==> config.mk <==
export PLATFORM = sky130hd
export DESIGN_NAME = reg_file_param
export DESIGN_NICKNAME = d
export VERILOG_FILES = /design/src/rtl/reg_file_pkg.sv /design/src/rtl/reg_file_scoreboard.sv /design/src/rtl/reg_file_param.sv
export SDC_FILE = /design/constraint.sdc
export NUM_CORES = 2
export LEC_CHECK = 0
export CORE_AREA = 2 2 232 234
export CTS_CLUSTER_SIZE = 14
export DETAILED_ROUTE_END_ITERATION = 10
export DIE_AREA = 0 0 234 236
export GPL_ROUTABILITY_DRIVEN = 0
export PLACE_DENSITY = 0.8
export SETUP_SLACK_MARGIN = 0.1
export SLEW_MARGIN = 10
export SYNTH_ARGS = -nofsm -noshare
export SYNTH_HDL_FRONTEND = slang
export SYNTH_SLANG_ARGS = --single-unit
==> constraint.sdc <==
create_clock -name clk -period 23.5 [get_ports clk]
set_clock_uncertainty 0.1 [all_clocks]
set_input_delay 2.35 -clock clk [delete_from_list [all_inputs] [get_ports clk]]
set_output_delay 2.35 -clock clk [all_outputs]
set_load 0.01 [all_outputs]
==> src/rtl/reg_file_pkg.sv <==
// Shared defaults and types for the parametrised register file.
// Optional feature macro: REG_FILE_ZERO_REG_EN (register 0 hardwired to zero).
package reg_file_pkg;

    localparam int RF_DATA_W = 32;
    localparam int RF_ADDR_W = 4;
    localparam int RF_DEPTH  = 2 ** RF_ADDR_W;

    typedef logic [RF_ADDR_W-1:0] reg_addr_t;
    typedef logic [RF_DATA_W-1:0] reg_data_t;

endpackage

==> src/rtl/reg_file_scoreboard.sv <==
// Per-register busy scoreboard: issue reserves a destination, writeback
// releases it; a same-cycle reserve beats the release.
// Optional feature macro: REG_FILE_ZERO_REG_EN (register 0 never busy).
module reg_file_scoreboard
    import reg_file_pkg::*;
#(
    parameter int ADDR_W = RF_ADDR_W
) (
    input  logic                   clk,
    input  logic                   clr,
    input  logic                   wr_enable,
    input  logic [ADDR_W-1:0]      wr_address,
    input  logic                   rsv_valid,
    input  logic [ADDR_W-1:0]      rsv_address,
    input  logic [ADDR_W-1:0]      rd_addr_a,
    input  logic [ADDR_W-1:0]      rd_addr_b,
    output logic                   busy_a,
    output logic                   busy_b,
    output logic [(2**ADDR_W)-1:0] busy_vec
);

    localparam int DEPTH = 2 ** ADDR_W;

    logic [DEPTH-1:0] busy_r;
    logic [DEPTH-1:0] set_s;
    logic [DEPTH-1:0] clear_s;
    logic [DEPTH-1:0] busy_nxt_s;
    logic             hit_a_s;
    logic             hit_b_s;

    // Decode per-register set/clear strobes and form the next busy vector.
    always_comb begin
        set_s   = {DEPTH{1'b0}};
        clear_s = {DEPTH{1'b0}};
        for (int i = 0; i < DEPTH; i++) begin
            if (rsv_valid && (rsv_address == ADDR_W'(i))) begin
                set_s[i] = 1'b1;
            end else begin
                set_s[i] = 1'b0;
            end
            if (wr_enable && (wr_address == ADDR_W'(i))) begin
                clear_s[i] = 1'b1;
            end else begin
                clear_s[i] = 1'b0;
            end
        end
`ifdef REG_FILE_ZERO_REG_EN
        // The hardwired zero register has no producer to wait for.
        set_s[0]   = 1'b0;
        clear_s[0] = 1'b0;
`endif
        busy_nxt_s = set_s | (busy_r & ~clear_s);
    end

    // Busy flops: cleared asynchronously, otherwise follow set/clear.
    always_ff @(posedge clk or posedge clr) begin
        if (clr) begin
            busy_r <= {DEPTH{1'b0}};
        end else begin
            busy_r <= busy_nxt_s;
        end
    end

    // Reader lookup: a writeback this cycle satisfies the waiting reader.
    always_comb begin
        hit_a_s = wr_enable && (wr_address == rd_addr_a);
        hit_b_s = wr_enable && (wr_address == rd_addr_b);
        if (clr) begin
            busy_a = 1'b0;
            busy_b = 1'b0;
        end else begin
            busy_a = busy_r[rd_addr_a] & ~hit_a_s;
            busy_b = busy_r[rd_addr_b] & ~hit_b_s;
        end
    end

    assign busy_vec = busy_r;

endmodule

==> src/rtl/reg_file_param.sv <==
// Parametrised register file: one write port, two combinational read ports
// with write-to-read bypass, plus the busy scoreboard.
// Optional feature macro: REG_FILE_ZERO_REG_EN (register 0 hardwired to zero).
module reg_file_param
    import reg_file_pkg::*;
#(
    parameter int DATA_W = RF_DATA_W,
    parameter int ADDR_W = RF_ADDR_W
) (
    input  logic                   clk,
    input  logic                   clr,
    input  logic                   wr_enable,
    input  logic [ADDR_W-1:0]      wr_address,
    input  logic [DATA_W-1:0]      bus_data_in,
    input  logic [ADDR_W-1:0]      rd_addr_a,
    output logic [DATA_W-1:0]      rd_data_a,
    input  logic [ADDR_W-1:0]      rd_addr_b,
    output logic [DATA_W-1:0]      rd_data_b,
    input  logic                   rsv_valid,
    input  logic [ADDR_W-1:0]      rsv_address,
    output logic                   busy_a,
    output logic                   busy_b,
    output logic [(2**ADDR_W)-1:0] busy_vec
);

    localparam int DEPTH = 2 ** ADDR_W;

    logic [DATA_W-1:0] mem_r [DEPTH];
    logic              wr_eff_s;

    // Effective write strobe; the zero register silently drops writes.
    always_comb begin
`ifdef REG_FILE_ZERO_REG_EN
        if (wr_address == {ADDR_W{1'b0}}) begin
            wr_eff_s = 1'b0;
        end else begin
            wr_eff_s = wr_enable;
        end
`else
        wr_eff_s = wr_enable;
`endif
    end

    // Storage array: cleared asynchronously, written on the rising edge.
    always_ff @(posedge clk or posedge clr) begin
        if (clr) begin
            for (int i = 0; i < DEPTH; i++) begin
                mem_r[i] <= {DATA_W{1'b0}};
            end
        end else if (wr_eff_s) begin
            mem_r[wr_address] <= bus_data_in;
        end else begin
            mem_r[wr_address] <= mem_r[wr_address];
        end
    end

    // Read muxes with same-cycle bypass of the incoming write data.
    always_comb begin
        rd_data_a = mem_r[rd_addr_a];
        rd_data_b = mem_r[rd_addr_b];
        if (clr) begin
            rd_data_a = {DATA_W{1'b0}};
        end else if (wr_eff_s && (wr_address == rd_addr_a)) begin
            rd_data_a = bus_data_in;
        end else begin
            rd_data_a = mem_r[rd_addr_a];
        end
        if (clr) begin
            rd_data_b = {DATA_W{1'b0}};
        end else if (wr_eff_s && (wr_address == rd_addr_b)) begin
            rd_data_b = bus_data_in;
        end else begin
            rd_data_b = mem_r[rd_addr_b];
        end
    end

    reg_file_scoreboard #(
        .ADDR_W (ADDR_W)
    ) u_scoreboard (
        .clk         (clk),
        .clr         (clr),
        .wr_enable   (wr_enable),
        .wr_address  (wr_address),
        .rsv_valid   (rsv_valid),
        .rsv_address (rsv_address),
        .rd_addr_a   (rd_addr_a),
        .rd_addr_b   (rd_addr_b),
        .busy_a      (busy_a),
        .busy_b      (busy_b),
        .busy_vec    (busy_vec)
    );

endmodule
-- After elaboration in Yosys (flattened, before gate mapping)
Cells that the tools add are included.
- order comparisons: 6
- eq/ne operators: 32
- mux-type cells: 56
- bitwise operators: 10
- reductions and logical operators: 37
- operators by type and width (cell ; number):
    512-bit bitwise mux ; 2
    512-bit 2-to-1 mux ; 1
    32-bit binary-select mux with 4-bit select ; 3
    32-bit 2-to-1 mux ; 11
    32-bit demux with 4-bit select ; 1
    4-bit == test (second input constant) ; 16
    1-bit 2-to-1 mux ; 36
    1-bit logical AND ; 35
    4-bit by 3-bit == test with 1-bit output (second input constant) ; 8
    16-bit AND ; 1
    4-bit by 2-bit == test with 1-bit output (second input constant) ; 4
    16-bit NOT ; 1
    16-bit bitwise OR ; 1
    5-bit greater-or-equal comparator (second input constant) ; 3
    4-bit NOT with 5-bit output ; 3
    4-bit by 5-bit less-than comparator with 1-bit output (second input constant) ; 2
    1-bit binary-select mux with 4-bit select ; 2
    4-bit by 1-bit == test with 1-bit output (second input constant) ; 2
    4-bit == test ; 2
    4-bit logical NOT ; 2
    5-bit by 1-bit less-than comparator with 1-bit output (second input constant) ; 1
    1-bit AND ; 2
    1-bit NOT ; 2
- flip-flop bits (word level): 528
- bits of input ports: 52
- logic and storage cells: 158

-- Depth between registers and ports, before layout
- depth after elaboration: 7
- gate-level depth with buffers: 11

-- Hierarchy
Synthesis repeated with hierarchy kept, for this count alone.
- cell total of the unflattened synthesis: 3280
- area total of the unflattened synthesis: 33646.0 um^2
- modules (own cells, without submodules) (module ; instances ; cells an instance ; area each (um^2) ; sequential area each (um^2)):
    reg_file_param ; 1 ; 3177 ; 32558.7 ; 12812.3
    reg_file_scoreboard ; 1 ; 103 ; 1087.3 ; 400.4

-- Least setup slack after synthesis
OpenSTA, ideal clock, no wires.
- path type: input-to-output
- start point: input port rd_addr_a[0]
- end point: output port rd_data_a[20]
- arrival time: 4.122 ns
- required time: 21.050 ns
- setup slack: 16.928 ns
- cell stages on the path: 8
- path buffers: 4
- cells stage by stage: buf_2 > buf_2 > buf_1 > buf_2 > mux4_2 > a22oi_1 > nand2_1 > a22o_1
- cells in the longest elaborated chain, start to end: 6
- elaborated cells on any way between the ends: 8
- RTL lines (item ; line ; source):
    start, declared ; reg_file_param.sv:15 ; input logic [ADDR_W-1:0] rd_addr_a,
    4-bit NOT with 5-bit output (not written as such) ; reg_file_param.sv:66 ; rd_data_a = mem_r[rd_addr_a];
    32-bit binary-select mux with 4-bit select ; reg_file_param.sv:66 ;
    32-bit 2-to-1 mux (not written as such) (2 in a row) ; reg_file_param.sv:66 ;
    32-bit 2-to-1 mux (*) ; reg_file_param.sv:63 ; end else if (wr_eff_s && (wr_address == rd_addr_a)) begin
    32-bit 2-to-1 mux (*) ; reg_file_param.sv:61 ; if (clr) begin
    end, declared ; reg_file_param.sv:16 ; output logic [DATA_W-1:0] rd_data_a,
Every way passes the cells marked *; elsewhere a longest branch is shown, timed or not. The select of a mux whose other input is x is not followed.

-- Worst setup path in the final report
- start point: input port rd_addr_a[0]
- end point: output port rd_data_a[17]
Same word-level chain as after synthesis.

==> qor.txt <==
vias post-DR: 28468
placed insts: 3618
GRT overflow: 0
DRC Markers: 0
number of synthesized register bits: 528
TritonCTS buffer count: 54
outcome: completed
final setup vio count: 0
most frequent cells in the layout: nand2_1, dfrtp_1, o21ai_0
I/O pin cnt: 134
number of standard cells in the layout, taps in and fillers out: 3723
Switch Pwr: 0.00100 W
Mapped Area: 0.0323 mm²
ys flop type: dfrtp_1
Post-DP HPWL: 63.9 mm
Area Growth Syn to Fin: 10.7%
post-route ant nets: 0
TritonRoute pass-1 iters: 6
Total GRT Usage: 41.9%
Starting Density: 60.9%
Reg2Reg Setup Slack: 21.33 ns
CP startpoint kind: input port
RR Endpoint: mem_r[447]
global-route wire length before repair: 173 mm
max-slew violations: 0
Crit Path Class: input port to output pin
Reg2Reg Depth: 4
commonest non-fill, non-tap cell in the layout: nand2_1
initial antenna violation count: 4
htree depth: 2
arrival time of the worst setup path: 6.36 ns
nets@finish: 3030
wire per inst: 30.6 µm
YS warnings: 0
sequential share of power: 43.0%
postcts setup bufs: 0
Achievable Freq: 113 MHz
vias in the first global route: 28856
sw frac: 32.4%
fin crit share: 37.5%
layout cells sized above 1: 19.9%
cts repair resizes: 0
drt initial violations: 4690
CORE AREA: 0.0531 mm²
Root Driver: clkbuf_16
register area share after synthesis: 40.9%
CP Capture Type: output pin
die area: 0.0552 mm²
row cnt: 85
endpoints failing hold: 0
Internal Pwr Total: 0.00210 W
ys async rst share: 100%
Clock Tree Buf Depth: 3
clock latency on the worst-skew pair: 0.63 ns
Post-Synthesis Cells: 3030
Clock Sinks: 528
clock slew at reported path FFs: 0.06 ns
final wirelength: 114 mm
IO buf count: 133
largest net degree at the start of global routing: 142
number of synthesized flops with an enable pin: 0
Final Total Pwr: 0.00310 W
clock share of power: 30.7%
Post-Syn Nets: 3082
worst vdd ir: 0.0556 mV
Setup crit end: rd_data_a[17]
P per Cell Area: 86.7 mW/mm²
CTS tree: done
Finished Core Util: 67.4%
Total Negative Setup Slacks: 0 ns
Die Span Y: 236 µm
Cell variety after synth: 45
routed vias/inst: 7.65
Chip Width: 234 µm
syn avg cell area: 10.7 µm²
CP startpoint: rd_addr_a[0]
Slew headroom: 19.6%
combinational power share: 26.2%
RR Startpoint: mem_r[31]
RSZ-0062 raised after global routing: false
WP data required: 21.05 ns
minimum clock period: 8.81 ns
worst-margin pin slew: 1.20 ns
Post-CTS Hold Buffers: 0
leakage: 14.9 nW
Worst Hold Class: flop to flop
max-cap viol count: 0
Crit Path Max Fanout: 48
stage by stage:
| step | hold WS [ns] | worst slack (ns) | cell area (µm²) |
|---|---|---|---|
| 4_1_cts | 0.426 | 14.70 | 35800 |
| 5_1_grt | 0.456 | 14.43 | 35800 |
| 3_3_place_gp | 0.395 | 14.86 | 33800 |
| 6_report | 0.425 | 14.69 | 35800 |
| 2_1_floorplan | 0.377 | 6.30 | 32300 |
| 3_5_place_dp | 0.411 | 14.73 | 33800 |
power groups by stage:
stage / Combinational, W / Clock [W] / Sequential [W]
floorplan: 0.000598 / 0 / 0.00126
global placement: 0.000754 / 0 / 0.00131
detailed placement: 0.000792 / 0 / 0.00133
CTS: 0.000799 / 0.000950 / 0.00132
global route: 0.000875 / 0.000989 / 0.00136
finish: 0.000814 / 0.000953 / 0.00133
worst max-delay path, stage by stage:
cell and delay, ns:
clkbuf_8 0.43, buf_4 0.85, buf_4 0.88, mux4_2 0.61
a22oi_1 0.24, nand2_1 0.19, a22o_1 0.22, clkdlybuf4s50_1 0.48
cell families (layout without fill, tap and decap cells):
family                    Yosys count  after routing  synth area share [%]
buffers and inverters             320            313                  4.41
muxes                             458            458                  27.1
other                               0              4                     0
and+or+nand+nor                   837            837                  10.4
DFF                               528            528                  40.9
AOI/OAI and AO/OA                 879            879                  17.1
xor gates and xnor gates            8              8                 0.217
Yosys cell counts (8+ instances only):
cell	n	area [µm²]
a211oi_2	14	175
a221oi_1	31	272
a22o_1	69	604
a22oi_1	154	1160
a32o_1	16	160
and2_1	10	62.6
buf_1	18	67.6
buf_2	68	340
buf_4	14	105
buf_6	10	113
clkbuf_1	184	691
clkbuf_2	9	45.0
dfrtp_1	528	13200
inv_1	17	63.8
mux2_2	32	360
mux2i_1	96	961
mux4_2	330	7430
nand2_1	763	2860
nand2b_1	28	175
o21ai_0	475	2380
o21ai_1	88	440
o2bb2ai_1	12	105
xor2_1	8	70.1
sequential cells by signal (all words and copies together), names as in the netlist:
register,flops
u_scoreboard.busy_vec,16
mem_r,512
how the worst min path moves through the flow:
stage / cells after the start / slack, ns / startpoint / endpoint
5_1_grt: 2 / 0.46 / mem_r[118] / mem_r[118]
2_1_floorplan: 2 / 0.38 / mem_r[411] / mem_r[411]
3_5_place_dp: 2 / 0.41 / mem_r[241] / mem_r[241]
4_1_cts: 2 / 0.43 / mem_r[160] / mem_r[160]
6_report: 2 / 0.43 / mem_r[476] / mem_r[476]
3_3_place_gp: 2 / 0.39 / mem_r[36] / mem_r[36]
area by class of cell:
class	instances	area (µm²)
clock buffers	79	1680
diodes	4	10.0
inverters	17	71.3
flip-flops and latches	528	13200
multi-input cells	2182	17900
clock inverters	22	297
well taps	696	871
repair buffers	195	1790
fillers	3673	17300
metal layers:
layer  up-vias  part of all wire (%)  GRT usage (%)
li1      11191                     -              -
met1     13796                    32           53.9
met2      2657                    42           59.3
met3       822                    17           16.0
met4         2                   8.5           27.8
met5         -                 0.032              0
Power figures use the tool's default switching activity.
